## src/rtl/serial_adder_pkg.sv

```systemverilog
// Shared types and elaboration helpers for the digit-serial adder.
package serial_adder_pkg;

  typedef enum logic [1:0] {
    IDLE = 2'd0,
    CALC = 2'd1,
    DONE = 2'd2
  } state_t;

  function automatic int calc_ndig(input int width, input int digit);
    return width / digit;
  endfunction

  // A single-digit build still needs a one-bit counter.
  function automatic int calc_cnt_width(input int width, input int digit);
    int n;
    n = width / digit;
    return (n <= 1) ? 1 : $clog2(n);
  endfunction

  function automatic bit params_legal(input int width, input int digit);
    return (digit >= 1) && (digit <= width) && ((width % digit) == 0);
  endfunction

endpackage

```

## src/rtl/digit_adder.sv

```systemverilog
// Combinational ripple-carry adder slice of W bits.
module digit_adder #(
  parameter int W = 4
) (
  input  logic [W-1:0] a,
  input  logic [W-1:0] b,
  input  logic         cin,
  output logic [W-1:0] sum,
  output logic         cout
);

  logic [W:0] cy;

  assign cy[0] = cin;

  for (genvar i = 0; i < W; i++) begin : g_bit
    assign sum[i]  = a[i] ^ b[i] ^ cy[i];
    assign cy[i+1] = (a[i] & b[i]) | (cy[i] & (a[i] ^ b[i]));
  end

  assign cout = cy[W];

endmodule

```

## src/rtl/serial_digit_adder.sv

```systemverilog
// Digit-serial WIDTH-bit adder: one DIGIT-bit slice, registered carry, valid/ready on both sides.
// Optional parallel self-check enabled by SERIAL_ADDER_SELF_CHECK_EN (fault tied 0 otherwise).
//
// state | meaning
// IDLE  | ready for operands, last result held on sum/carry_out
// CALC  | one digit added per clock, LSB first
// DONE  | result presented until out_ready
module serial_digit_adder
  import serial_adder_pkg::*;
#(
  parameter int WIDTH = 16,
  parameter int DIGIT = 4
) (
  input  logic             clk,
  input  logic             rst_n,
  input  logic             in_valid,
  output logic             in_ready,
  input  logic [WIDTH-1:0] a,
  input  logic [WIDTH-1:0] b,
  input  logic             carry_in,
  output logic             out_valid,
  input  logic             out_ready,
  output logic [WIDTH-1:0] sum,
  output logic             carry_out,
  output logic             fault
);

  localparam int NDIG = calc_ndig(WIDTH, DIGIT);
  localparam int CW   = calc_cnt_width(WIDTH, DIGIT);
  localparam logic [CW-1:0] LAST = CW'(NDIG - 1);

  if (!params_legal(WIDTH, DIGIT)) begin : g_bad_params
    $error("serial_digit_adder: WIDTH must be a multiple of DIGIT with 1 <= DIGIT <= WIDTH");
  end

  state_t           state;
  logic [WIDTH-1:0] a_sh;
  logic [WIDTH-1:0] b_sh;
  logic             carry_reg;
  logic [CW-1:0]    cnt;
  logic [DIGIT-1:0] d;
  logic             c;
  logic [WIDTH-1:0] acc_next;

  digit_adder #(.W(DIGIT)) u_slice (
    .a    (a_sh[DIGIT-1:0]),
    .b    (b_sh[DIGIT-1:0]),
    .cin  (carry_reg),
    .sum  (d),
    .cout (c)
  );

  // Partial sum lives apart from the sum port so the previous result stays visible during CALC.
  if (NDIG == 1) begin : g_single
    assign acc_next = d;
  end else begin : g_multi
    logic [WIDTH-DIGIT-1:0] acc;

    always_ff @(posedge clk or negedge rst_n) begin
      if (!rst_n)
        acc <= '0;
      else if (state == CALC)
        acc <= acc_next[WIDTH-1:DIGIT];
    end

    assign acc_next = {d, acc};
  end

  always_ff @(posedge clk or negedge rst_n) begin
    if (!rst_n) begin
      state     <= IDLE;
      in_ready  <= 1'b1;
      out_valid <= 1'b0;
      sum       <= '0;
      carry_out <= 1'b0;
      a_sh      <= '0;
      b_sh      <= '0;
      carry_reg <= 1'b0;
      cnt       <= '0;
    end else begin
      case (state)
        IDLE: begin
          if (in_valid) begin
            a_sh      <= a;
            b_sh      <= b;
            carry_reg <= carry_in;
            cnt       <= '0;
            in_ready  <= 1'b0;
            state     <= CALC;
          end
        end
        CALC: begin
          a_sh      <= a_sh >> DIGIT;
          b_sh      <= b_sh >> DIGIT;
          carry_reg <= c;
          cnt       <= cnt + CW'(1);
          if (cnt == LAST) begin
            sum       <= acc_next;
            carry_out <= c;
            out_valid <= 1'b1;
            state     <= DONE;
          end
        end
        DONE: begin
          if (out_ready) begin
            out_valid <= 1'b0;
            in_ready  <= 1'b1;
            state     <= IDLE;
          end
        end
        default: begin
          state     <= IDLE;
          in_ready  <= 1'b1;
          out_valid <= 1'b0;
        end
      endcase
    end
  end

`ifdef SERIAL_ADDER_SELF_CHECK_EN
  logic [WIDTH-1:0] a_cap;
  logic [WIDTH-1:0] b_cap;
  logic             cin_cap;
  logic [WIDTH-1:0] ref_sum;
  logic             ref_cout;
  logic             fault_r;

  digit_adder #(.W(WIDTH)) u_ref (
    .a    (a_cap),
    .b    (b_cap),
    .cin  (cin_cap),
    .sum  (ref_sum),
    .cout (ref_cout)
  );

  // Fault is sticky until reset; the serial result is still delivered.
  always_ff @(posedge clk or negedge rst_n) begin
    if (!rst_n) begin
      a_cap   <= '0;
      b_cap   <= '0;
      cin_cap <= 1'b0;
      fault_r <= 1'b0;
    end else begin
      if (state == IDLE && in_valid) begin
        a_cap   <= a;
        b_cap   <= b;
        cin_cap <= carry_in;
      end
      if (state == CALC && cnt == LAST && {c, acc_next} != {ref_cout, ref_sum})
        fault_r <= 1'b1;
    end
  end

  assign fault = fault_r;
`else
  assign fault = 1'b0;
`endif

endmodule

```

## config.mk

```make
export PLATFORM = sky130hd
export DESIGN_NAME = serial_digit_adder
export DESIGN_NICKNAME = d
export VERILOG_FILES = /design/src/rtl/serial_adder_pkg.sv /design/src/rtl/digit_adder.sv /design/src/rtl/serial_digit_adder.sv
export SDC_FILE = /design/constraint.sdc
export NUM_CORES = 1
export LEC_CHECK = 0
export ABC_AREA = 1
export BUFFER_PORTS_ARGS = -buffer_cell sky130_fd_sc_hd__clkbuf_2
export CORE_MARGIN = 4
export CORE_UTILIZATION = 50
export DETAILED_ROUTE_END_ITERATION = 8
export MAX_ROUTING_LAYER = met4
export PLACE_DENSITY = 0.72
export SLEW_MARGIN = 20
export SYNTH_ARGS = -nofsm -noshare
export SYNTH_HDL_FRONTEND = slang
export SYNTH_SLANG_ARGS = --single-unit
```

## constraint.sdc

```tcl
create_clock -name clk -period 4.6 [get_ports clk]
set_clock_uncertainty 0.15 [all_clocks]
set_input_delay 0.92 -clock clk [delete_from_list [all_inputs] [get_ports clk]]
set_output_delay 0.92 -clock clk [all_outputs]
set_load 0.02 [all_outputs]
```

---- Word level (Yosys, flattened, before mapping) ----
Cells that the tools add are included.
word-level totals
  flip-flop bits (word level) ............. 68
  input bits .............................. 37
  output and inout port bits .............. 20
  word-level logic and storage cells ...... 64
operators by class
  $add $sub $neg .......................... 1
  equality and inequality tests ........... 6
  mux-type cells .......................... 18
  bitwise gates (word level) .............. 22
  reductions and logical operators ........ 7
operators with widths
  operator                                              number
  case mux 16 bit (2 select lines)                      2
  2-to-1 mux 16 bit                                     2
  AND reduction 3 bit                                   3
  AND 1 bit                                             8
  2-to-1 mux 2 bit                                      4
  bitwise XOR 1 bit                                     8
  case mux 1 bit (3 select lines)                       2
  case mux 2 bit (3 select lines)                       1
  2-to-1 mux 1 bit                                      5
  equality test 2 bit (second input constant)           2
  != test 2 bit (second input constant)                 2
  bitwise OR 1 bit                                      4
  case mux 2 bit (2 select lines)                       1
  AND reduction 2 bit                                   2
  adder 2 x 1 -> 2 bit (second input constant)          1
  equality test 2 x 1 -> 1 bit (second input constant)  1
  zero test 2 bit                                       1
  != test 2 x 1 -> 1 bit (second input constant)        1
  NOT 1 bit                                             2
  case mux 1 bit (2 select lines)                       1
  nonzero test 2 bit                                    1

---- Depth between registers and ports, before layout ----
Gate-level depths: netlist of run 1.
  word-level depth ........................ 10
  gate-level depth with buffers ........... 10
  depth with buffers taken out ............ 10

---- By module ----
A second synthesis of run 1 with hierarchy kept.
unflattened totals
  cell total of the unflattened synthesis .. 379
  area, all modules ....................... 3128.0 sq um
by module, submodules not included
  module              times used  cells each  area an instance (sq um)
  serial_digit_adder  1           365         3010.4
  digit_adder         1           14          117.6

---- Worst setup path before layout of run 1 ----
Ideal clock, no wire load.
  path kind ............................... register to register
  start point ............................. register a_sh[0]
  end point ............................... register g_multi.acc[11]
  arrival time ............................ 2022 ps
  path slack .............................. 2345 ps
  cell stages (with the launch flop) ...... 9
  path buffers ............................ 0
  clock period less this slack ............ 2255 ps
  path through ............................ dfrtp_1 fa_1 inv_1 fa_1 inv_1 fa_1 inv_1 fa_1 o21ai_0
between the ends
  longest elaborated chain between the ends .. 8
RTL lines
  element                 RTL line                  text
  from (decl)             serial_digit_adder.sv:37  logic [WIDTH-1:0] a_sh;
  from (signal assigned)  serial_digit_adder.sv:93  a_sh <= a_sh >> DIGIT;
  bitwise XOR 1 bit       digit_adder.sv:18         assign cy[i+1] = (a[i] & b[i]) | (cy[i] & (a[i] ^ b[i]));
  AND 1 bit               digit_adder.sv:18
  bitwise OR 1 bit *      digit_adder.sv:18
  AND 1 bit *             digit_adder.sv:18
  bitwise OR 1 bit *      digit_adder.sv:18
  AND 1 bit *             digit_adder.sv:18
  bitwise OR 1 bit *      digit_adder.sv:18
  bitwise XOR 1 bit *     digit_adder.sv:17         assign sum[i] = a[i] ^ b[i] ^ cy[i];
  to (signal assigned)    serial_digit_adder.sv:63  acc <= acc_next[WIDTH-1:DIGIT];
  to (decl)               serial_digit_adder.sv:57  logic [WIDTH-DIGIT-1:0] acc;
Every way passes the cells marked *; elsewhere a longest branch is shown, timed or not.
A chain may end at the register's enable or synchronous reset.

---- Worst setup path after layout of run 1 ----
Same ends and word-level chain as after synthesis.

==> summary.md, run 1 <==
| Metric | Value |
|---|---|
| Die extent in y | a little under 90 um |
| Filler cells | ~600 |
| Final hold vios | 0 |
| Post-Syn Area per Cell | 8.45 um2 |
| Largest net degree at the start of global routing | 42 |
| Top-area cell type share of the netlist area | 0.512 |
| Post-Route WL | 6390 um |
| Critical Path Fanout Max | 2 |
| Setup_tns | 0 ns |
| Static leakage | 0.00209 uW |
| Root Driver | clkbuf_8 |
| Mapped Area | approximately 0.0033 mm2 |
| Grt ovf | 0 |
| Num rows | 29 |
| Post-DR wirelength/cell | 12.4 um |
| CP startpoint kind | register |
| Synth area leader | dfrtp_1 |
| Initial antenna violation count | 0 |
| CTS buffer count | 9 |
| Clk Latency, worst-skew pair | 0.34 ns |
| Clock sinks | just under 70 |
| CP Class | reg2reg |
| Dominant cells by area after synthesis | dfrtp_1, nand2_1, nand3_1, inv_1, buf_6 |
| Syn Nets | 429 |
| Biggest regs | a_sh: 16 flops, b_sh: 16 flops, sum: 16 flops |
| Layout cell share with drive strength beyond 1 | 0.207 |
| Crit share post-route | 0.539 |
| Crit end category | register |
| 1st-iter DRT viols | roughly 130 |
| Post-cts sizing count | 0 |
| Worst Hold Class | reg2reg |
| Routed Antenna Nets | 0 |
| Worst EP arrival | around 2.6 ns |
| Post-DR vias/cell | between 4 and 5 |
| YS warnings | 0 |
| First-pass DRT Iterations | 5 |
| Hold Path Origin | cnt[0] |
| Setup repair bufs after CTS | 0 |
| Crit path time final | 2.48 ns |
| Critical path origin | a_sh[0] |
| Max_cap viols | 0 |
| RSZ-0062 raised after global routing | false |
| Buffers on Ports | 55 |
| Initial Util | 0.515 |
| Fin util | 0.577 |
| Core area | 0.00635 mm2 |
| Status | complete, no violations |
| Net total in the final layout | 477 |
| Setup violations, final | 0 |
| Cts hold-fix bufs | 0 |
| Synth top cells by count | nand2_1, dfrtp_1, inv_1 |
| H-tree levels | 3 |
| Synthesized flop and latch total | between 60 and 70 |
| Slew margin rel. | 0.388 |
| Worst r2r src | a_sh[0] |
| WP data required | 4.70 ns |
| DRC violations left | 0 |
| Io pins | 57 |
| Global-route wire length before repair | between 10000 and 15000 um |
| Clock buffer depth | 2 |
| Via count | 2550 |
| Area Overhead vs Synth | 12.0% |
| Vias in the first global route | 2425 |
| Most common cell in the netlist | nand2_1 |
| DP HPWL | 4240 um |
| Gr usage total | 0.182 |
| # diodes | 0 |
| Async SR Flop Fraction | 1.00 |
| Die width | 88.9 um |
| Worst-path clk slew | 0.07 ns |
| Predominant post-synthesis flop cell | dfrtp_1 |
| RD Place Congestion | 0.793 |
| Max VDD drop | 470 uV |
| Post-synth EDFFs | 0 |
| Worst-margin pin slew | 0.917 ns |
| Mapped Cells | 387 |
| CTS tree | yes |
| Final Max Slew Viols | 0 |
| Die area | 0.00790 mm2 |
| Achievable frequency | 404 MHz |
| P per Cell Area | 741 mW/mm2 |
| Distinct cells, synth | 23 |
| Seq/Total Area, Yosys | 0.520 |
==> final timing paths <==
check | endpoint | slack [ns] | cells past startpoint
min reg2reg | cnt[0] | 0.32 | 1
max in group asynchronous | in_ready | 2.79 | 2
max | g_multi.acc[11] | 2.12 | 8
min | cnt[0] | 0.32 | 1
min in group asynchronous | sum[11] | 0.56 | 1
max reg2reg | g_multi.acc[11] | 2.12 | 8
==> cell type report <==
| cell class | count | area [um2] | area share |
|---|---|---|---|
| Tap cell | 77 | 96.3 | 0.0263 |
| Clock buffer | 13 | 149 | 0.0406 |
| Timing Repair Buffer | 58 | 298 | 0.0812 |
| Clock inverter | 2 | 35.0 | 0.00956 |
| Inverter | 69 | 259 | 0.0706 |
| Multi-Input combinational cell | 229 | 1130 | 0.307 |
| Sequential cell | 68 | 1700 | 0.465 |
==> kinds of logic (layout without fill, tap and decap cells) <==
kind of cell	count (synthesis)	in the layout	synth area share
AOI/OAI and AO/OA	37	37	0.0727
adders and majority gates	5	5	0.0283
DFF	68	68	0.520
buffers and inverters	90	142	0.135
other	1	1	0.00115
and+or+nand+nor	186	186	0.242
==> report_power, final <==
group	switching [uW]	internal [uW]	leakage (uW)
clock network	210	262	0.0000935
registers	144	879	0.000850
logic	816	404	0.00115
total	1170	1550	0.00209
==> per-layer routing <==
layer  vias up  wire [um]  part of all wire  track usage
li1       1269          -                 -            -
met1      1219       2900              0.45        0.219
met5         -          0                 0            -
met2        50       3070              0.48        0.292
met4         0        163             0.026       0.0810
met3        12        257             0.040       0.0442
==> through the flow <==
stage                     cells  total power (uW)  hold WS [ns]  worst slack, ns  cell area [um2]
after floorplan             387              2040         0.300             2.35             3270
after global placement      501              2220         0.305             2.08             3480
after detailed placement    501              2270         0.315             2.06             3480
after CTS                   516              2750         0.327             2.10             3670
after global routing        516              2960         0.355             2.00             3670
final                       516              2720         0.323             2.12             3670
==> cells in the final DEF, fill, tap and decap left out <==
| master | n |
|---|---|
| nand2_1 | 122 |
| o21ai_2 | 13 |
| o21ai_0 | 20 |
| nand2_2 | 3 |
| o22ai_1 | 1 |
| ha_1 | 1 |
| dfstp_2 | 1 |
| bufinv_16 | 1 |
| clkinv_2 | 1 |
| o21ai_1 | 1 |
| inv_1 | 67 |
| clkbuf_2 | 54 |
| conb_1 | 1 |
| buf_4 | 3 |
| clkbuf_1 | 3 |
| nor2_4 | 1 |
| buf_2 | 1 |
| nand2_4 | 1 |
| inv_2 | 2 |
| clkbuf_8 | 10 |
| nand3_1 | 57 |
| dfrtp_1 | 67 |
| nor2_1 | 2 |
| fa_1 | 4 |
| a21boi_0 | 1 |
| a21oi_1 | 1 |
==> critical path, stage by stage (launching register included) <==
cell and delay (ns):
dfrtp_1 0.41, fa_1 0.43, inv_1 0.08, fa_1 0.17, inv_1 0.05, fa_1 0.37, inv_1 0.08, fa_1 0.46
o21ai_0 0.18
(Power assumes the default switching activity.)
==> run 2: changes to the inputs <==
--- a/config.mk
+++ b/config.mk
@@ -11,7 +11,7 @@
 export CORE_UTILIZATION = 50
 export DETAILED_ROUTE_END_ITERATION = 8
 export MAX_ROUTING_LAYER = met4
-export PLACE_DENSITY = 0.72
+export PLACE_DENSITY = 0.75
 export SLEW_MARGIN = 20
 export SYNTH_ARGS = -nofsm -noshare
 export SYNTH_HDL_FRONTEND = slang
==> constraint.sdc (replaced) <==
create_clock -name clk -period 2.1 [get_ports clk]
set_clock_uncertainty 0.15 [all_clocks]
set_input_delay 0.42 -clock clk [delete_from_list [all_inputs] [get_ports clk]]
set_output_delay 0.42 -clock clk [all_outputs]
set_load 0.02 [all_outputs]
==> summary.md, run 2 (synthesis gave the netlist of run 1 again) <==
| Metric | Value |
|---|---|
| Worst r2r path cells | 8 |
| Vias in the first global route | around 2600 |
| Post-DR vias/cell | between 4 and 5 |
| Post-Route WL | 6770 um |
| Clock sinks | 68 |
| DP HPWL | ~4500 um |
| CP Class | reg2reg |
| Initial antenna violation count | 0 |
| Crit share post-route | 1.07 |
| Met3 wire len | approximately 330 um |
| Routed Antenna Nets | 0 |
| Root Driver | clkbuf_8 |
| RD Place Congestion | 0.803 |
| Clk network pwr share | 0.202 |
| Die extent in y | 88.9 um |
| Net total in the final layout | 486 |
| Final Max Slew Viols | 0 |
| Layout cell share with drive strength beyond 1 | 0.252 |
| Core area | between 0.006 and 0.007 mm2 |
| Gr usage total | 0.203 |
| CTS buffer count | 9 |
| Hold Path Origin | a[13] |
| Commonest cells after routing, fill and taps aside | nand2_1, dfrtp_1, inv_1 |
| Dpl cells | ~500 |
| Sw Ratio | 0.415 |
| Buffers on Ports | 55 |
| Slew margin rel. | 0.586 |
| CP Cell Sequence | fa_2 > inv_2 > fa_2 > inv_2 > fa_2 > inv_2 > fa_2 > o21ai_2 |
| Worst r2r src | carry_reg |
| Hold path cells | 3 |
| Non-filler cells, final | approximately 530 |
| Worst Hold End | a_sh[13] |
| Num rows | 29 |
| Worst-margin pin slew | approximately 0.62 ns |
| CTS tree | yes |
| Post-route cell area | 0.00388 mm2 |
| Crit-path max cell delay | 0.46 ns |
| Worst-path clk slew | 0.07 ns |
| Die width | 88.9 um |
| Clk Latency, worst-skew pair | 0.34 ns |
| Fin util | 0.611 |
| Post-DR wirelength/cell | 12.9 um |
| R2R setup slack | -0.16 ns |
| Most frequent CP cell | fa_2 |
| Max Used Layer | met4 |
| Hold slack | 0.137 ns |
| Max VDD drop | 928 uV |
| Reg2reg end | sum[15] |
| Post-route setup slack | -0.155 ns |
| Initial Util | 0.515 |
| # diodes | 0 |
| First-pass DRT Iterations | 4 |
| Commonest non-fill, non-tap cell in the layout | nand2_1 |
| Crit end category | register |
| Io pins | 57 |
| Clock buffer depth | 2 |
| Achievable frequency | between 400 and 500 MHz |
| Area Overhead vs Synth | 18.5% |
| RSZ-0062 raised after global routing | true |
| CP startpoint kind | register |
| Filler cells | 546 |
| Status | finished with violations |
| 1st-iter DRT viols | 156 |
| Die area | 0.00790 mm2 |
| Max_cap viols | 0 |
| Final hold vios | 0 |
| Biggest regs | a_sh: 16 flops, b_sh: 16 flops, sum: 16 flops |
| Grt ovf | 0 |
| NetSw | 2720 uW |
| Failing checks | setup timing |
| Global-route wire length before repair | 11800 um |
| Static leakage | between 0.002 and 0.0025 uW |
| P per Cell Area | approximately 1700 mW/mm2 |
| Crit path time final | around 2.3 ns |
| Worst Hold Class | in2reg |
| Worst EP arrival | 2.38 ns |
| Met2 routed WL | 3420 um |
| M1 WL | 2800 um |
| Sequential Power Share | 0.345 |
| Int Power | 3830 uW |
| Via count | 2611 |
| Largest net degree at the start of global routing | 43 |
| Slowest cell on the critical path | fa_2 |
| Setup violations, final | 3 |
| Logic pwr share | 0.453 |
| WP data required | between 2 and 2.5 ns |
| DRC violations left | 0 |
| DP Area | 0.00359 mm2 |
| H-tree levels | 3 |
| Critical Path Fanout Max | 2 |
-- run 2: changes by cell type in the layout (fill, tap and decap cells not counted), moves of 2 or more --
cell / before / now
buf_12: 0 / 4
buf_4: 3 / 6
bufinv_16: 1 / 3
clkbuf_1: 3 / 0
fa_1: 4 / 0
fa_2: 0 / 4
inv_1: 67 / 64
inv_2: 2 / 5
nand3_1: 57 / 55
nand3_2: 0 / 2
o21ai_0: 20 / 18
-- run 2: cell type report --
cell class | instances | area (um2) | share of cell area
multi-input cells | 229 | 1150 | 0.296
well taps | 77 | 96.3 | 0.0248
repair buffers | 67 | 422 | 0.109
clock buffers | 10 | 138 | 0.0355
flip-flops and latches | 68 | 1700 | 0.439
inverters | 69 | 259 | 0.0668
clock inverters | 6 | 111 | 0.0287
-- run 2: metrics by stage --
| step | TNS, ns | setup WS [ns] | power [uW] |
|---|---|---|---|
| after detailed placement | -0.288 | -0.146 | 5130 |
| after CTS | -0.278 | -0.137 | 6550 |
| after global placement | -0.217 | -0.113 | 5020 |
| after floorplan | -0.145 | -0.0771 | 4490 |
| after global routing | -0.644 | -0.219 | 7160 |
| final | -0.366 | -0.155 | 6560 |
-- run 2: critical path, delay by kind of cell (launching register included) --
family / cells / cell delay [ns]
adder cells (fa/ha/maj): 4 / 1.35
AO/OA/AOI/OAI: 1 / 0.12
buffers and inverters: 3 / 0.17
flip-flops: 1 / 0.40
-- run 2: layer usage --
layer | track usage | vias up
li1 | - | 1296
met1 | 0.237 | 1235
met2 | 0.329 | 64
met3 | 0.0516 | 16
met4 | 0.0934 | 0
met5 | - | -
-- run 2: what timing repair did --
item / in CTS / in global routing
pin swaps: 4 / 3
hold buffers: 1 / 0
hold endpoints to repair: 67 / 0
gates resized for setup: 4 / 3
buffers inserted: 0 / 1
setup endpoints to repair: 4 / 5
-- run 2: worst max path at each step --
stage,depth (start not counted),to,start,slack [ns]
after floorplan,8,g_multi.acc[11],carry_reg,-0.08
after global placement,8,g_multi.acc[11],carry_reg,-0.11
after detailed placement,8,g_multi.acc[11],carry_reg,-0.15
after CTS,8,g_multi.acc[11],carry_reg,-0.14
after global routing,8,sum[15],carry_reg,-0.22
final,8,sum[15],carry_reg,-0.16
-- run 2: power by group through the flow --
| stage | registers [uW] | logic, uW | clock network, uW |
|---|---|---|---|
| 6_report | 2260 | 2970 | 1320 |
| 5_1_grt | 2340 | 3420 | 1390 |
| 4_1_cts | 2270 | 2940 | 1340 |
| 3_5_place_dp | 2280 | 2850 | 0 |
| 3_3_place_gp | 2260 | 2760 | 0 |
| 2_1_floorplan | 2390 | 2100 | 0 |
==> run 3: changes to the inputs <==
--- a/config.mk
+++ b/config.mk
@@ -6,7 +6,7 @@
 export NUM_CORES = 1
 export LEC_CHECK = 0
 export ABC_AREA = 1
-export BUFFER_PORTS_ARGS = -buffer_cell sky130_fd_sc_hd__clkbuf_2
+export BUFFER_PORTS_ARGS = -buffer_cell sky130_fd_sc_hd__buf_2
 export CORE_MARGIN = 4
 export CORE_UTILIZATION = 50
 export DETAILED_ROUTE_END_ITERATION = 8
==> summary.md, run 3 (synthesis gave the netlist of run 1 again) <==
| Metric | Value |
|---|---|
| Max VDD drop | approximately 910 uV |
| Met2 Use GR | 0.304 |
| Sequential Power Share | 0.370 |
| Post-DR vias/cell | 4.88 |
| Crit end category | register |
| CP startpoint kind | register |
| Post-route setup slack | -0.146 ns |
| Worst EP arrival | 2.36 ns |
| RSZ-0062 raised after global routing | true |
| Met1 GRT Util | 0.215 |
| Static leakage | 0.00213 uW |
| Largest net degree at the start of global routing | 69 |
| Die area | between 0.007 and 0.008 mm2 |
| RD Place Congestion | about 0.80 |
| Via count | 2555 |
| Commonest cells after routing, fill and taps aside | nand2_1, dfrtp_1, inv_1 |
| Worst-margin pin slew | between 0.5 and 0.6 ns |
| Max_cap viols | 0 |
| Final hold vios | 0 |
| Filler cells | 610 |
| Commonest non-fill, non-tap cell in the layout | nand2_1 |
| Io pins | 57 |
| Clk network pwr share | 0.174 |
| Post-Route WL | approximately 6400 um |
| Crit path time final | 2.25 ns |
| Worst r2r path cells | 8 |
| Biggest regs | a_sh: 16 flops, b_sh: 16 flops, sum: 16 flops |
| WP data required | between 2 and 2.5 ns |
| Post-DR wirelength/cell | roughly 12 um |
| Crit share post-route | 1.07 |
| DP HPWL | 4490 um |
| Net total in the final layout | a little under 500 |
| H-tree levels | 3 |
| Non-filler cells, final | about 520 |
| Root Driver | clkbuf_8 |
| Grt ovf | 0 |
| Critical Path Fanout Max | 2 |
| Routed Antenna Nets | 0 |
| Logic pwr share | 0.456 |
| Failing checks | setup timing |
| CTS buffer count | 9 |
| Clock sinks | 68 |
| First-pass DRT Iterations | 5 |
| Buffers on Ports | 55 |
| Worst-path clk slew | 0.07 ns |
| 1st-iter DRT viols | 109 |
| Dpl cells | 507 |
| Achievable frequency | between 400 and 500 MHz |
| Core area | 0.00635 mm2 |
| NetSw | 2560 uW |
| Area Overhead vs Synth | 15.2% |
| Final Max Slew Viols | 0 |
| Initial antenna violation count | 0 |
| Sw Ratio | 0.419 |
| Post-route cell area | 0.00377 mm2 |
| CP Class | reg2reg |
| DRC violations left | 0 |
| Status | finished with violations |
| Die width | 88.9 um |
| Die extent in y | 88.9 um |
| P per Cell Area | 1620 mW/mm2 |
| Fin util | 0.594 |
| Worst Hold Class | in2reg |
| Initial Util | 0.515 |
| Clock buffer depth | 2 |
| # diodes | 0 |
| Hold slack | 0.142 ns |
| Global-route wire length before repair | 10700 um |
| Setup repair bufs after CTS | 0 |
| DP Area | 0.00355 mm2 |
| Global routing's busiest layer | met2 |
| Hold path cells | 3 |
| Vias in the first global route | between 2000 and 2500 |
| Layout cell share with drive strength beyond 1 | 0.237 |
| Int Power | about 3500 uW |
| Slew margin rel. | 0.600 |
| Gr usage total | 0.182 |
| Pre-CTS setup slack | -0.146 ns |
| Num rows | 29 |
| CTS tree | yes |
| Setup violations, final | 3 |
| Met3 Use GR | 0.0378 |
| Clk Latency, worst-skew pair | 0.33 ns |
[run 3: cell types whose count changed in the layout (fill, tap and decap cells not counted), sizes merged]
cell,previous run,this run
bufinv,3,1
clkinvlp,1,0
clkbuf,64,15
buf,12,64
clkinv,2,0
[run 3: layer usage]
| layer | up-vias | wire (um) |
|---|---|---|
| met2 | 60 | 3210 |
| met4 | 0 | 95 |
| met5 | - | 0 |
| met3 | 10 | 327 |
| li1 | 1291 | - |
| met1 | 1194 | 2740 |
[run 3: metrics by stage]
stage,setup TNS (ns),total power (uW)
finish,-0.316,6110
global route,-0.671,6690
CTS,-0.306,6180
detailed placement,-0.325,5060
global placement,-0.215,4950
floorplan,-0.145,4490
[run 3: power groups by stage]
stage / registers [uW] / logic (uW) / clock network, uW
finish: 2260 / 2790 / 1060
global route: 2330 / 3210 / 1160
CTS: 2270 / 2830 / 1090
detailed placement: 2290 / 2770 / 0
global placement: 2260 / 2690 / 0
floorplan: 2390 / 2100 / 0
[run 3: worst max-delay path, stage by stage (launching register included)]
cell and delay, ns:
dfrtp_1 0.40, fa_2 0.39, inv_2 0.06, fa_2 0.18, inv_2 0.04, fa_2 0.32
inv_2 0.06, fa_2 0.44, o21ai_1 0.12
[run 3: worst paths after layout]
path / from / endpoint / slack, ns
max reg2reg: a_sh[0] / g_multi.acc[11] / -0.15
max in group asynchronous: rst_n / in_ready / 1.01
min reg2reg: sum[3] / sum[3] / 0.32
min: a[14] / a_sh[14] / 0.14
min in group asynchronous: rst_n / g_multi.acc[4] / 0.48
max: a_sh[0] / g_multi.acc[11] / -0.15
[run 3: area by class of cell]
class | instances | area, um2 | area share
Multi-Input combinational cell | 229 | 1150 | 0.304
Tap cell | 77 | 96.3 | 0.0256
Sequential cell | 68 | 1700 | 0.452
Clock inverter | 1 | 30.0 | 0.00797
Inverter | 69 | 259 | 0.0687
Clock buffer | 15 | 166 | 0.0441
Timing Repair Buffer | 65 | 369 | 0.0979
[run 3: timing repair]
action	in CTS	in global routing
pin swaps	4	1
gates resized for setup	4	2
hold buffers	1	0
endpoints found under the setup margin	4	5
endpoints found under the hold margin	67	0
